[config.mk]
export PLATFORM = sky130hd
export DESIGN_NAME = relu6_backward_stream
export DESIGN_NICKNAME = d
export VERILOG_FILES = /design/src/rtl/relu6_backward_stream.sv
export SDC_FILE = /design/constraint.sdc
export NUM_CORES = 1
export LEC_CHECK = 0
export CAP_MARGIN = 30
export CORE_MARGIN = 1.5
export CORE_UTILIZATION = 55
export CTS_BUF_LIST = sky130_fd_sc_hd__clkbuf_8
export DETAILED_ROUTE_END_ITERATION = 12
export GPL_TIMING_DRIVEN = 0
export PLACE_DENSITY = 0.86
export SKIP_CTS_REPAIR_TIMING = 1
export SLEW_MARGIN = 40
export SYNTH_ARGS = -nofsm -noshare
export SYNTH_HDL_FRONTEND = slang
export SYNTH_SLANG_ARGS = --single-unit
[constraint.sdc]
create_clock -name clk -period 4.6 [get_ports clk]
set_clock_uncertainty 0.1 [all_clocks]
set_input_delay 0.92 -clock clk [delete_from_list [all_inputs] [get_ports clk]]
set_output_delay 0.92 -clock clk [all_outputs]
set_load 0.05 [all_outputs]
[src/rtl/relu6_backward_stream.sv]
// ReLU6 backward pass over a streamed FP16 vector.
// dL/dx = dL/dy where 0 < x < 6.0 (bit-pattern compare), else +0.0.
// Two-stage valid/ready pipeline with dead/saturated element statistics.
module relu6_backward_stream #(
    parameter int unsigned LEN_W = 16
) (
    input  logic             clk,
    input  logic             rst,
    input  logic             start,
    input  logic [LEN_W-1:0] len,
    input  logic [15:0]      x_in,
    input  logic [15:0]      g_in,
    input  logic             in_valid,
    output logic             in_ready,
    output logic [15:0]      g_out,
    output logic             out_valid,
    input  logic             out_ready,
    output logic             busy,
    output logic             done,
    output logic [LEN_W-1:0] dead_cnt,
    output logic [LEN_W-1:0] sat_cnt
);

    localparam int unsigned DW = 16;
    localparam logic [DW-1:0] SIX_FP16 = 16'h4600;

    localparam logic [1:0] S_IDLE  = 2'd0;
    localparam logic [1:0] S_RUN   = 2'd1;
    localparam logic [1:0] S_DRAIN = 2'd2;
    localparam logic [1:0] S_DONE  = 2'd3;

    logic [1:0]       r_state;
    logic [1:0]       w_state_nxt;
    logic [LEN_W-1:0] r_remaining;

    logic             r_s1_valid;
    logic [DW-1:0]    r_s1_x;
    logic [DW-1:0]    r_s1_g;
    logic             r_s1_pass;

    logic             r_out_valid;
    logic [DW-1:0]    r_g_out;
    logic [LEN_W-1:0] r_dead_cnt;
    logic [LEN_W-1:0] r_sat_cnt;

    logic w_start_ok;
    logic w_s2_adv;
    logic w_s1_adv;
    logic w_in_xfer;
    logic w_out_xfer;
    logic w_s1_move;
    logic w_pass_in;
    logic w_s1_nan;
    logic w_s1_sat;
    logic w_s1_dead;

    // Handshake and stage-advance terms; a stage moves if empty or its successor moves
    assign w_start_ok = start && ((r_state == S_IDLE) || (r_state == S_DONE));
    assign w_s2_adv   = !r_out_valid || out_ready;
    assign w_s1_adv   = !r_s1_valid || w_s2_adv;
    assign in_ready   = (r_state == S_RUN) && (r_remaining != '0) && w_s1_adv;
    assign w_in_xfer  = in_valid && in_ready;
    assign w_out_xfer = r_out_valid && out_ready;
    assign w_s1_move  = r_s1_valid && w_s2_adv;

    // Mask on raw bits: positive, non-zero, below 6.0 (subnormals pass, NaN/Inf fail)
    assign w_pass_in = !x_in[15] && (x_in != '0) && (x_in < SIX_FP16);

    // Classify masked elements: saturated (>= 6.0 incl. +Inf) vs dead (<= 0 or NaN)
    assign w_s1_nan  = (r_s1_x[14:10] == 5'h1F) && (r_s1_x[9:0] != 10'h000);
    assign w_s1_sat  = !r_s1_x[15] && (r_s1_x >= SIX_FP16) && !w_s1_nan;
    assign w_s1_dead = !r_s1_pass && !w_s1_sat;

    assign g_out     = r_g_out;
    assign out_valid = r_out_valid;
    assign dead_cnt  = r_dead_cnt;
    assign sat_cnt   = r_sat_cnt;
    assign busy      = (r_state == S_RUN) || (r_state == S_DRAIN);
    assign done      = (r_state == S_DONE);

    // State register
    always_ff @(posedge clk) begin
        if (rst) begin
            r_state <= S_IDLE;
        end else begin
            r_state <= w_state_nxt;
        end
    end

    // Next-state logic
    always_comb begin
        w_state_nxt = r_state;
        case (r_state)
            S_IDLE, S_DONE: begin
                if (w_start_ok) begin
                    w_state_nxt = (len != '0) ? S_RUN : S_DONE;
                end else begin
                    w_state_nxt = S_IDLE;
                end
            end
            S_RUN: begin
                if (r_remaining == '0) begin
                    w_state_nxt = S_DRAIN;
                end else if (w_in_xfer && (r_remaining == LEN_W'(1))) begin
                    w_state_nxt = S_DRAIN;
                end
            end
            S_DRAIN: begin
                if (w_out_xfer && !r_s1_valid) begin
                    w_state_nxt = S_DONE;
                end
            end
            default: w_state_nxt = S_IDLE;
        endcase
    end

    // Elements still to be accepted for the current vector
    always_ff @(posedge clk) begin
        if (rst) begin
            r_remaining <= '0;
        end else if (w_start_ok) begin
            r_remaining <= len;
        end else if (w_in_xfer) begin
            r_remaining <= r_remaining - LEN_W'(1);
        end
    end

    // Stage 1: capture x, g and mask result
    always_ff @(posedge clk) begin
        if (rst) begin
            r_s1_valid <= 1'b0;
            r_s1_x     <= '0;
            r_s1_g     <= '0;
            r_s1_pass  <= 1'b0;
        end else if (w_s1_adv) begin
            r_s1_valid <= w_in_xfer;
            if (w_in_xfer) begin
                r_s1_x    <= x_in;
                r_s1_g    <= g_in;
                r_s1_pass <= w_pass_in;
            end
        end
    end

    // Stage 2: masked gradient output; holds while the consumer stalls
    always_ff @(posedge clk) begin
        if (rst) begin
            r_out_valid <= 1'b0;
            r_g_out     <= '0;
        end else if (w_s2_adv) begin
            r_out_valid <= r_s1_valid;
            if (r_s1_valid) begin
                r_g_out <= r_s1_pass ? r_s1_g : '0;
            end
        end
    end

    // Per-vector statistics, updated as elements move into stage 2
    always_ff @(posedge clk) begin
        if (rst) begin
            r_dead_cnt <= '0;
            r_sat_cnt  <= '0;
        end else if (w_start_ok) begin
            r_dead_cnt <= '0;
            r_sat_cnt  <= '0;
        end else if (w_s1_move) begin
            if (w_s1_dead) begin
                r_dead_cnt <= r_dead_cnt + LEN_W'(1);
            end
            if (w_s1_sat) begin
                r_sat_cnt <= r_sat_cnt + LEN_W'(1);
            end
        end
    end

endmodule

* Yosys cells after proc, flatten, opt, wreduce, memory -nomap -nowiden
Index checks and enable logic that the tools add are counted.
** Operators by class
- Add/sub/neg operators :: 3
- Order comparisons :: 2
- Equal/unequal tests :: 7
- Muxes and demuxes :: 9
- Reductions and logical operators :: 39
** Operators by type and width (number)
- 2-to-1 mux 16 bit :: 3
- nonzero test 16 bit :: 3
- adder 16 x 1 -> 16 bit (second input constant) :: 2
- == test 16 x 1 -> 1 bit (second input constant) :: 1
- greater-or-equal comparator 16 x 15 -> 1 bit (second input constant) :: 1
- logical NOT 16 bit :: 1
- less-than comparator 16 x 15 -> 1 bit (second input constant) :: 1
- subtractor 16 x 1 -> 16 bit (second input constant) :: 1
- logical AND 1 bit :: 14
- 2-to-1 mux 2 bit :: 5
- AND reduction 2 bit :: 5
- nonzero test 10 bit :: 1
- logical NOT 1 bit :: 7
- case mux 2 bit (3 select lines) :: 1
- == test 5 bit (second input constant) :: 1
- == test 2 bit (second input constant) :: 2
- logical OR 1 bit :: 4
- OR reduction 2 bit :: 2
- != test 3 x 1 -> 1 bit (second input constant) :: 1
- == test 2 x 1 -> 1 bit (second input constant) :: 1
- logical NOT 2 bit :: 1
- != test 2 x 1 -> 1 bit (second input constant) :: 1
- nonzero test 2 bit :: 1
** Word-level totals
- Register bits after elaboration :: 101

* Logic depth before layout (Yosys ltp)
- Word-level depth :: 9
- Mapped depth :: 8

* Least setup slack after synthesis
OpenSTA, ideal clock, no wires.
- Path type :: input port to output port
- From :: in out_ready
- To :: out in_ready
- Arrival :: 1.919 ns
- Slack :: 1.661 ns
- Stages on the path :: 3
- Path through :: nand3b_1 -> nand2_1 -> a21oi_1
** Between the ends
- Cells in the longest elaborated chain, start to end :: 3
** RTL lines
- start: declaration :: RTL line 17 : input logic out_ready,
- logical OR 1 bit :: RTL line 59 : assign w_s2_adv = !r_out_valid || out_ready;
- logical OR 1 bit :: RTL line 60 : assign w_s1_adv = !r_s1_valid || w_s2_adv;
- logical AND 1 bit :: RTL line 61 : assign in_ready = (r_state == S_RUN) && (r_remaining != '0) && w_s1_adv;
- end: declaration :: RTL line 14 : output logic in_ready,
No other way between the ends.

* Worst setup path in the final report
- From :: reg r_remaining[8]
- To :: out in_ready
** Between the ends
- Cells in the longest elaborated chain, start to end :: 3
** RTL lines
- start: declaration :: RTL line 34 : logic [LEN_W-1:0] r_remaining;
- start signal: assignment :: RTL line 122 : r_remaining <= len;
- start signal: assignment :: RTL line 124 : r_remaining <= r_remaining - LEN_W'(1);
- nonzero test 16 bit :: RTL line 61
- logical AND 1 bit (2 in series) :: RTL line 61
No other way between the ends.

==> impl_metrics.ini <==
[synth]
syn_inst = 578
synth_nets = 639
yosysTopAreaCell = dfxtp_1
ys_ff_latch = 101
synth_cell_type_count = 47
ys_top_cells_by_area = dfxtp_1, nand2_1, a21oi_1
async_reset_ff_share_pct = 0
synth_common_cells = nand2_1, dfxtp_1, a21oi_1
synth_flop_cell = dfxtp_1
synth_most_common_cell = nand2_1
postSynthAreaPerCell_um2 = 8.09
synth_top_area_share_pct = 43.3
ys_seq_area_share_pct = 43.3
synth_edf_count = 0
yosys_warnings = 0
syn_area_mm2 = 0.00467

[worst_setup_path]
critical_path.max_stage_delay_ns = 0.71
critPathKind = reg -> out
cpMaxStageDelayCell = clkdlybuf4s50_1
crit_start = r_remaining[8]
r2r-start = r_remaining[0]
crit_family = simple AND/OR/NAND/NOR gates
crit_chain = or4_1 > buf_2 > nor4_1 > a21oi_1 > clkdlybuf4s50_1
cp.arrival_ns = 2.76
critPathBufInv = 2
worst_setup_path_start_kind = register
required_ns = 3.58
endpoint_kind = primary output
crit_fanout = 9

[clock_tree]
numCtsBuffers = 9
cts_tree = done
h-tree-depth = 3
clkSinkCount = 101
clockRootBuffer = clkbuf_8
cts.clk_slew.worst_paths_ns = 0.11
clock_path_buffers = 2
clock_latency_ns = 0.36

[die]
start_util_pct = 56.9
die_w_um = 95.2
die_y_um = 95.2
io_pins = 105
dieArea_mm2 = 0.00906
coreArea_mm2 = 0.00822
rows = 33

[run_status]
status = completed

[sta]
finalHoldViolations = 0
post-route-min-period_ns = 3.78
tightest_slew_ns = 0.695
rsz0062_at_grt = false
setup_viol_count_final = 0
finalCritPeriodShare_pct = 82.1
drv_slew = 0
fmax_mhz = 265
setup_tns_ns = 0
relSlewSlack_pct = 53.6

[power_and_ir_drop]
leakage_nw = 1.96
powerDensity_mw_per_mm2 = 388
irDropWorstVdd_uv = 227

[finish]
fin_cells = 802
fin_nets = 753
area_delta_synth_final_pct = 29.1
drive_gt1_share_pct = 4.30
antennaDiodeCount = 0
fill_cells = 660

[drt]
drt_first_pass_iters = 5
viasPerCell = 5.98
routedWlPerCell_um = 15.7
vias = 4799
drc = 0
antenna_left = 0
totalWireLength_mm = 12.6
first_iter_violations = 241

[grt]
grt_pass1_vias = 4575
grt_max_degree = 20
busiest_layer = met2
gr-total-overflow = 0
antenna_found_initial = 0
grt_use_total_pct = 28.6
met1_usage_pct = 36.1
use_met3_pct = 3.51
grt_pass1_wl_mm = 20.7
grtUsageMet2_pct = 50.1

[placement]
numPortBuffers = 103
placed_cells = 786
globalplace.congestion = 0.914
place_hpwl_mm = 9.40

[min_path]
hp-start = r_s1_g[10]
hp-class = reg -> reg

[run]
maxCapViolCount = 0
## logic make-up after synthesis
group,after synthesis,synth area share [%]
AND/OR/NAND/NOR,263,28.1
AO/OA/AOI/OAI,139,18.7
flip-flops,101,43.3
buffers and inverters,47,4.04
XOR/XNOR,20,3.75
adder cells (fa/ha/maj),8,2.14
## final cells by class
type | instances | area (um2) | area share (%)
Inverter | 8 | 30.0 | 0.498
Multi-Input combinational cell | 430 | 2470 | 40.9
Tap cell | 105 | 131 | 2.18
Clock inverter | 7 | 67.6 | 1.12
Buffer | 39 | 159 | 2.63
Timing Repair Buffer | 103 | 1030 | 17.1
Sequential cell | 101 | 2020 | 33.5
Clock buffer | 9 | 124 | 2.05
## stage by stage
stage                     utilization (%)  power, mW  setup WS (ns)  cell area (um2)  hold slack (ns)
after global placement               71.0       1.76          0.849             5840            0.343
after floorplan                         -       1.56           1.66             4670            0.336
final                                73.4       2.34          0.822             6030            0.362
after detailed placement             71.0       1.79          0.857             5840            0.347
after CTS                            73.4       2.33          0.833             6030            0.363
after global routing                 73.4       2.46          0.684             6030            0.384
## power breakdown
| part | switching (mW) | internal (mW) |
|---|---|---|
| Sequential | 0.0781 | 0.960 |
| Combinational | 0.475 | 0.281 |
| Clock | 0.337 | 0.211 |
| Total | 0.890 | 1.45 |
## worst reg2reg max path: stages, from the launching register on
cell	delay, ns
dfxtp_1	0.37
inv_1	0.10
ha_1	0.20
or4b_2	0.65
nor4_1	0.41
nor2_1	0.30
clkbuf_1	0.30
nand2_1	0.15
a21oi_1	0.07
## layout by cell type (no fill, tap or decap), types with 9 or more instances in the layout
master and instances:
or4_1 17, clkdlybuf4s50_1 103, xnor2_1 19, clkbuf_1 31, nand3_1 35, clkbuf_8 9, nor2_1 36, nand2_1 102
a211oi_1 14, nand4_1 9, a21oi_1 75, dfxtp_1 101, o31ai_1 13, or3_1 10, nor4_1 17
## final timing paths
path,to,slack [ns],cells past startpoint
setup / recovery,in_ready,0.82,5
hold / removal,r_s1_g[10],0.36,2
setup reg to reg,r_s1_x[11],1.84,8
hold reg to reg,r_s1_g[10],0.36,2
## flip-flops by register name (all words and copies together), names as in the netlist
register     count
r_state          2
g_out           16
r_s1_valid       1
r_s1_x          16
r_remaining     16
r_s1_g          16
r_s1_pass        1
sat_cnt         16
dead_cnt        16
out_valid        1
## routing by layer
| metal | share of wire [%] | vias up |
|---|---|---|
| met1 | 44 | 2267 |
| met2 | 49 | 184 |
| li1 | - | 2323 |
| met3 | 5.6 | 25 |
| met5 | 0 | - |
| met4 | 2.0 | 0 |
No activity file was read; power rests on OpenSTA's default activity.
